File: config.mk
export PLATFORM = sky130hd
export DESIGN_NAME = prog_loader
export DESIGN_NICKNAME = d
export VERILOG_FILES = /design/src/rtl/prog_loader_pkg.sv /design/src/rtl/prog_loader_byte_packer.sv /design/src/rtl/prog_loader.sv
export SDC_FILE = /design/constraint.sdc
export NUM_CORES = 1
export LEC_CHECK = 0
export ABC_AREA = 1
export CAP_MARGIN = 25
export CORE_MARGIN = 3
export CORE_UTILIZATION = 56
export DETAILED_ROUTE_END_ITERATION = 16
export GPL_ROUTABILITY_DRIVEN = 0
export PLACE_DENSITY = 0.8
export SKIP_CTS_REPAIR_TIMING = 1
export SLEW_MARGIN = 10
export SYNTH_ARGS = -nofsm -noshare
export SYNTH_HDL_FRONTEND = slang
export SYNTH_HIERARCHICAL = 1
export SYNTH_SLANG_ARGS = --single-unit
File: constraint.sdc
create_clock -name clock -period 3.4 [get_ports clock]
set_clock_uncertainty 0.2 [all_clocks]
set_input_delay 0.68 -clock clock [delete_from_list [all_inputs] [get_ports clock]]
set_output_delay 0.68 -clock clock [all_outputs]
set_load 0.01 [all_outputs]
File: src/rtl/prog_loader_pkg.sv
// Shared definitions for the program loader: FSM encoding and header/word geometry.
package prog_loader_pkg;

   localparam int WORD_BYTES = 4;
   localparam int LEN_BYTES  = 4;
   localparam int LEN_W      = 32;
   localparam int CHK_W      = 8;

   typedef enum logic [2:0] {
      S_IDLE = 3'd0,
      S_LEN  = 3'd1,
      S_DATA = 3'd2,
      S_CHK  = 3'd3,
      S_DONE = 3'd4,
      S_ERR  = 3'd5
   } state_t;

endpackage

File: src/rtl/prog_loader_byte_packer.sv
// 4-byte MSB-first shift register; word_next/word_full present the completed word
// combinationally in the cycle its last byte is accepted.
module prog_loader_byte_packer
   import prog_loader_pkg::*;
(
   input  logic        clock,
   input  logic        reset_n,
   input  logic        clear,
   input  logic        shift,
   input  logic [7:0]  byte_in,
   output logic [31:0] word_next,
   output logic        word_full
);

   // Only the three older bytes need storage; the newest comes straight from byte_in.
   logic [23:0] word_q;
   logic [1:0]  idx;

   assign word_next = {word_q, byte_in};
   assign word_full = shift && (idx == 2'(WORD_BYTES - 1));

   always_ff @(posedge clock or negedge reset_n) begin
      if (!reset_n) begin
         word_q <= '0;
         idx    <= '0;
      end else if (clear) begin
         word_q <= '0;
         idx    <= '0;
      end else if (shift) begin
         word_q <= word_next[23:0];
         idx    <= idx + 2'd1;
      end
   end

endmodule

File: src/rtl/prog_loader.sv
// Host-to-core program loader: parses a length header, writes big-endian words to
// instruction memory and holds the pipeline until the image checksum passes.
//
//   state  | meaning
//   IDLE   | after reset, waiting for start
//   LEN    | collecting the 4-byte word count
//   DATA   | collecting image words, writing imem
//   CHK    | collecting the checksum byte
//   DONE   | image good, pipeline released
//   ERR    | bad length or checksum, pipeline held
module prog_loader
   import prog_loader_pkg::*;
#(
   parameter int          MAX_WORDS = 1024,
   parameter logic [31:0] BASE_ADDR = 32'h0
) (
   input  logic        clock,
   input  logic        reset_n,
   input  logic        start,
   input  logic [7:0]  byte_in,
   input  logic        byte_valid,
   output logic        byte_ready,
   output logic        imem_we,
   output logic [31:0] imem_addr,
   output logic [31:0] imem_wdata,
   output logic        cpu_hold,
   output logic        done,
   output logic        error,
   output logic [31:0] words_loaded
);

   state_t             state, state_next;
   logic [LEN_W-1:0]   n_words;
   logic [CHK_W-1:0]   checksum;
   logic               load_start;
   logic               fire;
   logic               pk_shift;
   logic               pk_full;
   logic [31:0]        pk_word;

   assign byte_ready = (state == S_LEN) || (state == S_DATA) || (state == S_CHK);
   assign fire       = byte_valid && byte_ready;
   assign pk_shift   = fire && ((state == S_LEN) || (state == S_DATA));

   prog_loader_byte_packer u_packer (
      .clock     (clock),
      .reset_n   (reset_n),
      .clear     (load_start),
      .shift     (pk_shift),
      .byte_in   (byte_in),
      .word_next (pk_word),
      .word_full (pk_full)
   );

   always_ff @(posedge clock or negedge reset_n) begin
      if (!reset_n) state <= S_IDLE;
      else          state <= state_next;
   end

   always_comb begin
      state_next = state;
      load_start = 1'b0;
      cpu_hold   = 1'b1;
      done       = 1'b0;
      error      = 1'b0;
      case (state)
         S_IDLE: begin
            if (start) begin
               state_next = S_LEN;
               load_start = 1'b1;
            end
         end
         S_LEN: begin
            if (pk_full) begin
               if (pk_word == '0)                    state_next = S_CHK;
               else if (pk_word > 32'(MAX_WORDS))    state_next = S_ERR;
               else                                  state_next = S_DATA;
            end
         end
         S_DATA: begin
            // The previous word's strobe has already bumped words_loaded by now.
            if (pk_full && (words_loaded + 32'd1 == n_words)) state_next = S_CHK;
         end
         S_CHK: begin
            if (fire) state_next = (CHK_W'(checksum + byte_in) == '0) ? S_DONE : S_ERR;
         end
         S_DONE: begin
            cpu_hold = 1'b0;
            done     = 1'b1;
            if (start) begin
               state_next = S_LEN;
               load_start = 1'b1;
            end
         end
         S_ERR: begin
            error = 1'b1;
            if (start) begin
               state_next = S_LEN;
               load_start = 1'b1;
            end
         end
         default: state_next = S_IDLE;
      endcase
   end

   always_ff @(posedge clock or negedge reset_n) begin
      if (!reset_n) begin
         n_words      <= '0;
         checksum     <= '0;
         imem_we      <= 1'b0;
         imem_addr    <= BASE_ADDR;
         imem_wdata   <= '0;
         words_loaded <= '0;
      end else begin
         imem_we <= (state == S_DATA) && pk_full;
         if (load_start) begin
            n_words      <= '0;
            checksum     <= '0;
            imem_addr    <= BASE_ADDR;
            words_loaded <= '0;
         end else begin
            if ((state == S_LEN) && pk_full) n_words <= pk_word;
            if ((state == S_DATA) && fire)   checksum <= checksum + byte_in;
            if ((state == S_DATA) && pk_full) imem_wdata <= pk_word;
            if (imem_we) begin
               imem_addr    <= imem_addr + 32'd4;
               words_loaded <= words_loaded + 32'd1;
            end
         end
      end
   end

endmodule

After elaboration in Yosys (flattened, before gate mapping) --
Cells that the tools add are included.
Operators by class: equal/unequal tests 11, magnitude comparators 1, mux-type cells 25, $add $sub $neg 4, reductions and logical operators 19, bitwise gates (word level) 1
Operator list (count):
- $mux W32 | 6
- $mux W24 | 2
- $add A32 B1 Y32 const B | 1
- $add A32 B3 Y32 const B | 1
- $eq A32 B32 Y1 | 1
- $gt A32 B11 Y1 const B | 1
- $logic_not A32 Y1 | 1
- $mux W3 | 6
- $mux W8 | 2
- $pmux W3 S4 | 1
- $add A8 B8 Y8 | 1
- $logic_not A8 Y1 | 1
- $reduce_bool A2 Y1 | 4
- $logic_and A1 B1 Y1 | 7
- $eq A3 B2 Y1 const B | 2
- $eq A3 B3 Y1 const B | 2
- $mux W1 | 6
- $mux W2 | 2
- $ne A2 B1 Y1 const B | 2
- $ne A2 B2 Y1 const B | 2
- $reduce_and A4 Y1 | 1
- $eq A3 B1 Y1 const B | 1
- $logic_not A3 Y1 | 1
- $reduce_or A3 Y1 | 1
- other kinds (5) | 6
Word-level totals: word-level logic and storage cells 70, bits in registers 166, output and inout port bits 101

Logic depth before layout (Yosys ltp) --
word-level depth 9, depth in mapped cells 18, depth with buffers taken out 18

By module --
The synthesis kept the hierarchy.
Modules (own cells, without submodules):
- prog_loader | area each 7688.6 µm², instances 1, cells an instance 1045
- prog_loader_byte_packer | area each 1265.0 µm², instances 1, cells an instance 125

Worst setup path before layout --
No wires, ideal clock.
kind register to register, from register state[0], to register n_words[22], data arrival time 2.256 ns, path buffers 4, path slack 0.805 ns, cell stages (with the launch flop) 18, setup time 0.138 ns, cell sequence dfrtp_1 -> inv_1 -> nor2_1 -> inv_1 -> nor2_1 -> inv_1 -> nand2_1 -> inv_1 -> nor2_1 -> buf_6 -> buf_6 -> nand2_1 -> inv_1 -> nand2_1 -> nand2_1 -> buf_2 -> buf_1 -> o22ai_1
Between the ends: longest elaborated chain between the ends 8, elaborated cells between the ends (all ways) 16, classes of those cells eq/ne: 5; mux: 2; reduce/logical: 9
RTL lines:
- from (decl) | line prog_loader.sv:32 | state_t state, state_next;
- from (signal assigned) | line prog_loader.sv:57 | else state <= state_next;
- $eq A3 B1 Y1 / $eq A3 B2 Y1 (equally long branches) | line prog_loader.sv:41, prog_loader.sv:43
- $logic_or A1 B1 Y1 | line prog_loader.sv:41, prog_loader.sv:43
- $logic_or A1 B1 Y1 | line prog_loader.sv:41 | assign byte_ready = (state == S_LEN) || (state == S_DATA) || (state == S_CHK);
- $logic_and A1 B1 Y1 | line prog_loader.sv:42 | assign fire = byte_valid && byte_ready;
- $logic_and A1 B1 Y1 * | line prog_loader.sv:43 | assign pk_shift = fire && ((state == S_LEN) || (state == S_DATA));
- named net pk_shift | line prog_loader.sv:37 | logic pk_shift;
- $logic_and A1 B1 Y1 * | line prog_loader_byte_packer.sv:20 | assign word_full = shift && (idx == 2'(WORD_BYTES - 1));
- named net pk_full | line prog_loader.sv:38 | logic pk_full;
- $logic_and A1 B1 Y1 * | line prog_loader.sv:122 | if ((state == S_LEN) && pk_full) n_words <= pk_word;
- $reduce_bool A2 Y1 (no source line) *
- to (signal assigned) | line prog_loader.sv:122
- to (decl) | line prog_loader.sv:33 | logic [LEN_W-1:0] n_words;
Mark *: on every way through the listed nets, which the timed path passes. The rest lies on a longest branch. A chain may end at the register's enable or synchronous reset.

Final worst setup path --
from register state[0], to output byte_ready
Between the ends: longest elaborated chain between the ends 3, elaborated cells between the ends (all ways) 5, classes of those cells eq/ne: 3; reduce/logical: 2
RTL lines:
- $eq A3 B1 Y1 / $eq A3 B2 Y1 (equally long branches) | line prog_loader.sv:41
- $logic_or A1 B1 Y1 | line prog_loader.sv:41
- $logic_or A1 B1 Y1 * | line prog_loader.sv:41
- to (decl) | line prog_loader.sv:22 | output logic byte_ready,
Mark *: on every way between the ends. The rest lies on a longest branch, timed or not.

==> out/qor.yml <==
peakVddDrop_uv: 473
yosys.area.top_type_share_pct: 45.8
slew-limit-headroom_pct: 42.8
crit_arrival_ns: 2.21
fp.dieW_um: 132
worst_path_largest_cell_delay_ns: 0.53
place_ws_ns: 0.182
rows: 45
synthesis.area_um2: 8950
core_area_um2: 15400
fin_cells: 1493
ys_async_sr_fraction_pct: 100
grt_pass1_vias: 8021
insertion_delay_ns: 0.43
first_pass_iters: 6
grt_use_total_pct: 28.1
rsz0062_at_grt: "no"
synth-main-ff-cell: "dfrtp_1"
hold_viol_final: 0
powerDensity_nw_per_um2: 493
slew_viol_final: 0
grt_overflow: 0
critPathLaunchType: "flip-flop"
syn2layout_area_growth_pct: 19.9
drtIter0Drc: 725
max_freq_mhz: 324
final_nets: 1293
endpoint_kind: "output port"
diodes: 0
place_hpwl_um: 17500
ys_types: 44
synth_edf_count: 0
fin_util_pct: 69.6
cts_buffers: 17
wl_per_cell_um: 16.2
routed_wirelength_um: 24200
hold_class: "in2async"
crit_required_ns: 2.52
total_power_mw: 5.29
path_buf_inv: 5
htreeDepth: 4
p_leak_nw: 4.96
ys_ff_latch: 164
cp_cell_sequence: "inv_1 > nor2_1 > inv_1 > nor2_1 > inv_1 > nand2_1 > inv_1 > nand2_1 > clkdlybuf4s50_1"
ios: 113
dieArea_um2: 17500
wl_met3_um: 2090
clk_pin_slew_ns: 0.07
stdcell_area_um2: 10700
dieHeight_um: 132
cpMostUsedCell: "inv_1"
wl_met1_um: 10400
grt_start_max_net_pins: 71
port_buffers: 110
critPathTopFamily: "buffers and inverters"
ys_seq_area_share_pct: 45.8
status: "complete, no violations"
via_count: 8303
antenna_found_initial: 1
root_buffer: "clkbuf_16"
avgViaCountPerCell: 5.56
path_max_fanout: 4
layout_min_cycle_time_ns: 3.09
clk_path_buf_depth: 2
syn_inst: 1170
synth_top_area_cell: "dfrtp_1"
met2_length_um: 11000
dpl_cell_area_um2: 10200
ys_warn_count: 6
cp_slowest_cell: "clkdlybuf4s50_1"
yosys-top-cells-area: "dfrtp_1 46%, nand2_1 14%, inv_1 6.6%"
worstSetupPathType: "reg2out"
drv_cap: 0
final_layout_size_suffix_gt1_share_pct: 7.41
drc: 0
drtAntennaViolNets: 0
finalSetupViolCount: 0
avgSynthCellArea_um2: 7.65
fin_crit_sh_pct: 90.9
setup_ws_ns: 0.310
start_util_pct: 58.0
grt_pass1_wl_um: 39900
worstMarginPinSlew_ns: 0.856
cts_tree: "done"
whs_ns: 0.0809
placed_cells: 1462
cts_sinks: 164
setup_tns_ns: 0
highest_layer: "met5"
routing by layer:
layer	GRT usage [%]	vias up
met5	0	-
met4	10.2	2
met3	5.89	50
met2	43.7	374
met1	39.3	3882
li1	-	3995
power by group:
part | internal (mW) | switching [mW]
registers | 2.10 | 0.142
logic | 0.353 | 0.868
clock network | 1.02 | 0.812
total | 3.47 | 1.82
area by class of cell:
| cell class | count | area, um^2 |
|---|---|---|
| clock buffers | 18 | 429 |
| clock inverters | 13 | 121 |
| fillers | 1240 | 4690 |
| inverters | 162 | 611 |
| multi-input cells | 803 | 4000 |
| flip-flops and latches | 164 | 4100 |
| well taps | 211 | 264 |
| repair buffers | 122 | 1200 |
state kept, by name (all words and copies together), names as in the netlist:
name and cells:
u_packer/word_q 24, checksum 8, imem_we 1, imem_wdata 32, state 3, imem_addr 30, u_packer/idx 2, n_words 32
words_loaded 32
synth_stat cells (5+ instances only):
master	n
a21oi_1	27
nand4_1	10
xor2_1	11
nor2_2	5
dfrtp_1	164
nor2_1	93
o21ai_0	60
clkbuf_1	21
nor4_1	7
buf_6	7
nand2_1	340
nor3_1	15
nand3_1	108
ha_1	10
inv_1	157
o22ai_1	56
buf_4	10
nand3_2	21
final timing paths:
kind | end | slack [ns] | from | cells past startpoint
max in group asynchronous | n_words[3] | 2.13 | reset_n | 2
hold / removal | words_loaded[30] | 0.08 | reset_n | 1
hold reg to reg | u_packer/word_q[19] | 0.27 | u_packer/word_q[19] | 2
setup / recovery | byte_ready | 0.31 | state[0] | 9
setup reg to reg | state[2] | 0.48 | words_loaded[0] | 16
min in group clock | u_packer/word_q[19] | 0.27 | u_packer/word_q[19] | 2
worst register-to-register path: cells and delay by family (launching register included):
kind | cells | cell delay (ns)
flops | 1 | 0.46
simple gates | 15 | 1.91
fa+ha+maj | 1 | 0.24
logic make-up after synthesis:
| kind of cell | after synthesis | share of synthesized area, % |
|---|---|---|
| AND/OR/NAND/NOR | 620 | 31.4 |
| adder cells (fa/ha/maj) | 11 | 1.62 |
| XOR/XNOR | 13 | 1.43 |
| flip-flops | 164 | 45.8 |
| AO/OA/AOI/OAI | 157 | 10.0 |
| buffers and inverters | 204 | 9.60 |
| other | 1 | 0.0419 |
placed cells by master (no fill, tap or decap), types with 3 or more instances in the layout:
master,Yosys,final
nand2_2,4,4
o21ai_0,60,60
nand4_1,10,10
nor4_1,7,7
nand3_1,108,108
ha_1,10,10
o21ai_1,3,3
inv_1,157,157
nand2_4,3,3
nor2_1,93,92
nand2_1,340,340
o22ai_1,56,56
inv_6,0,7
nor2_2,5,5
nor2_4,4,5
dfrtp_1,164,164
nand3_2,21,21
nor2_8,4,4
inv_2,4,4
clkbuf_16,0,17
a21oi_1,27,27
clkinv_2,0,3
buf_4,10,11
clkdlybuf4s50_1,0,109
xor2_1,11,11
nor3_1,15,15
Power figures use the tool's default switching activity.
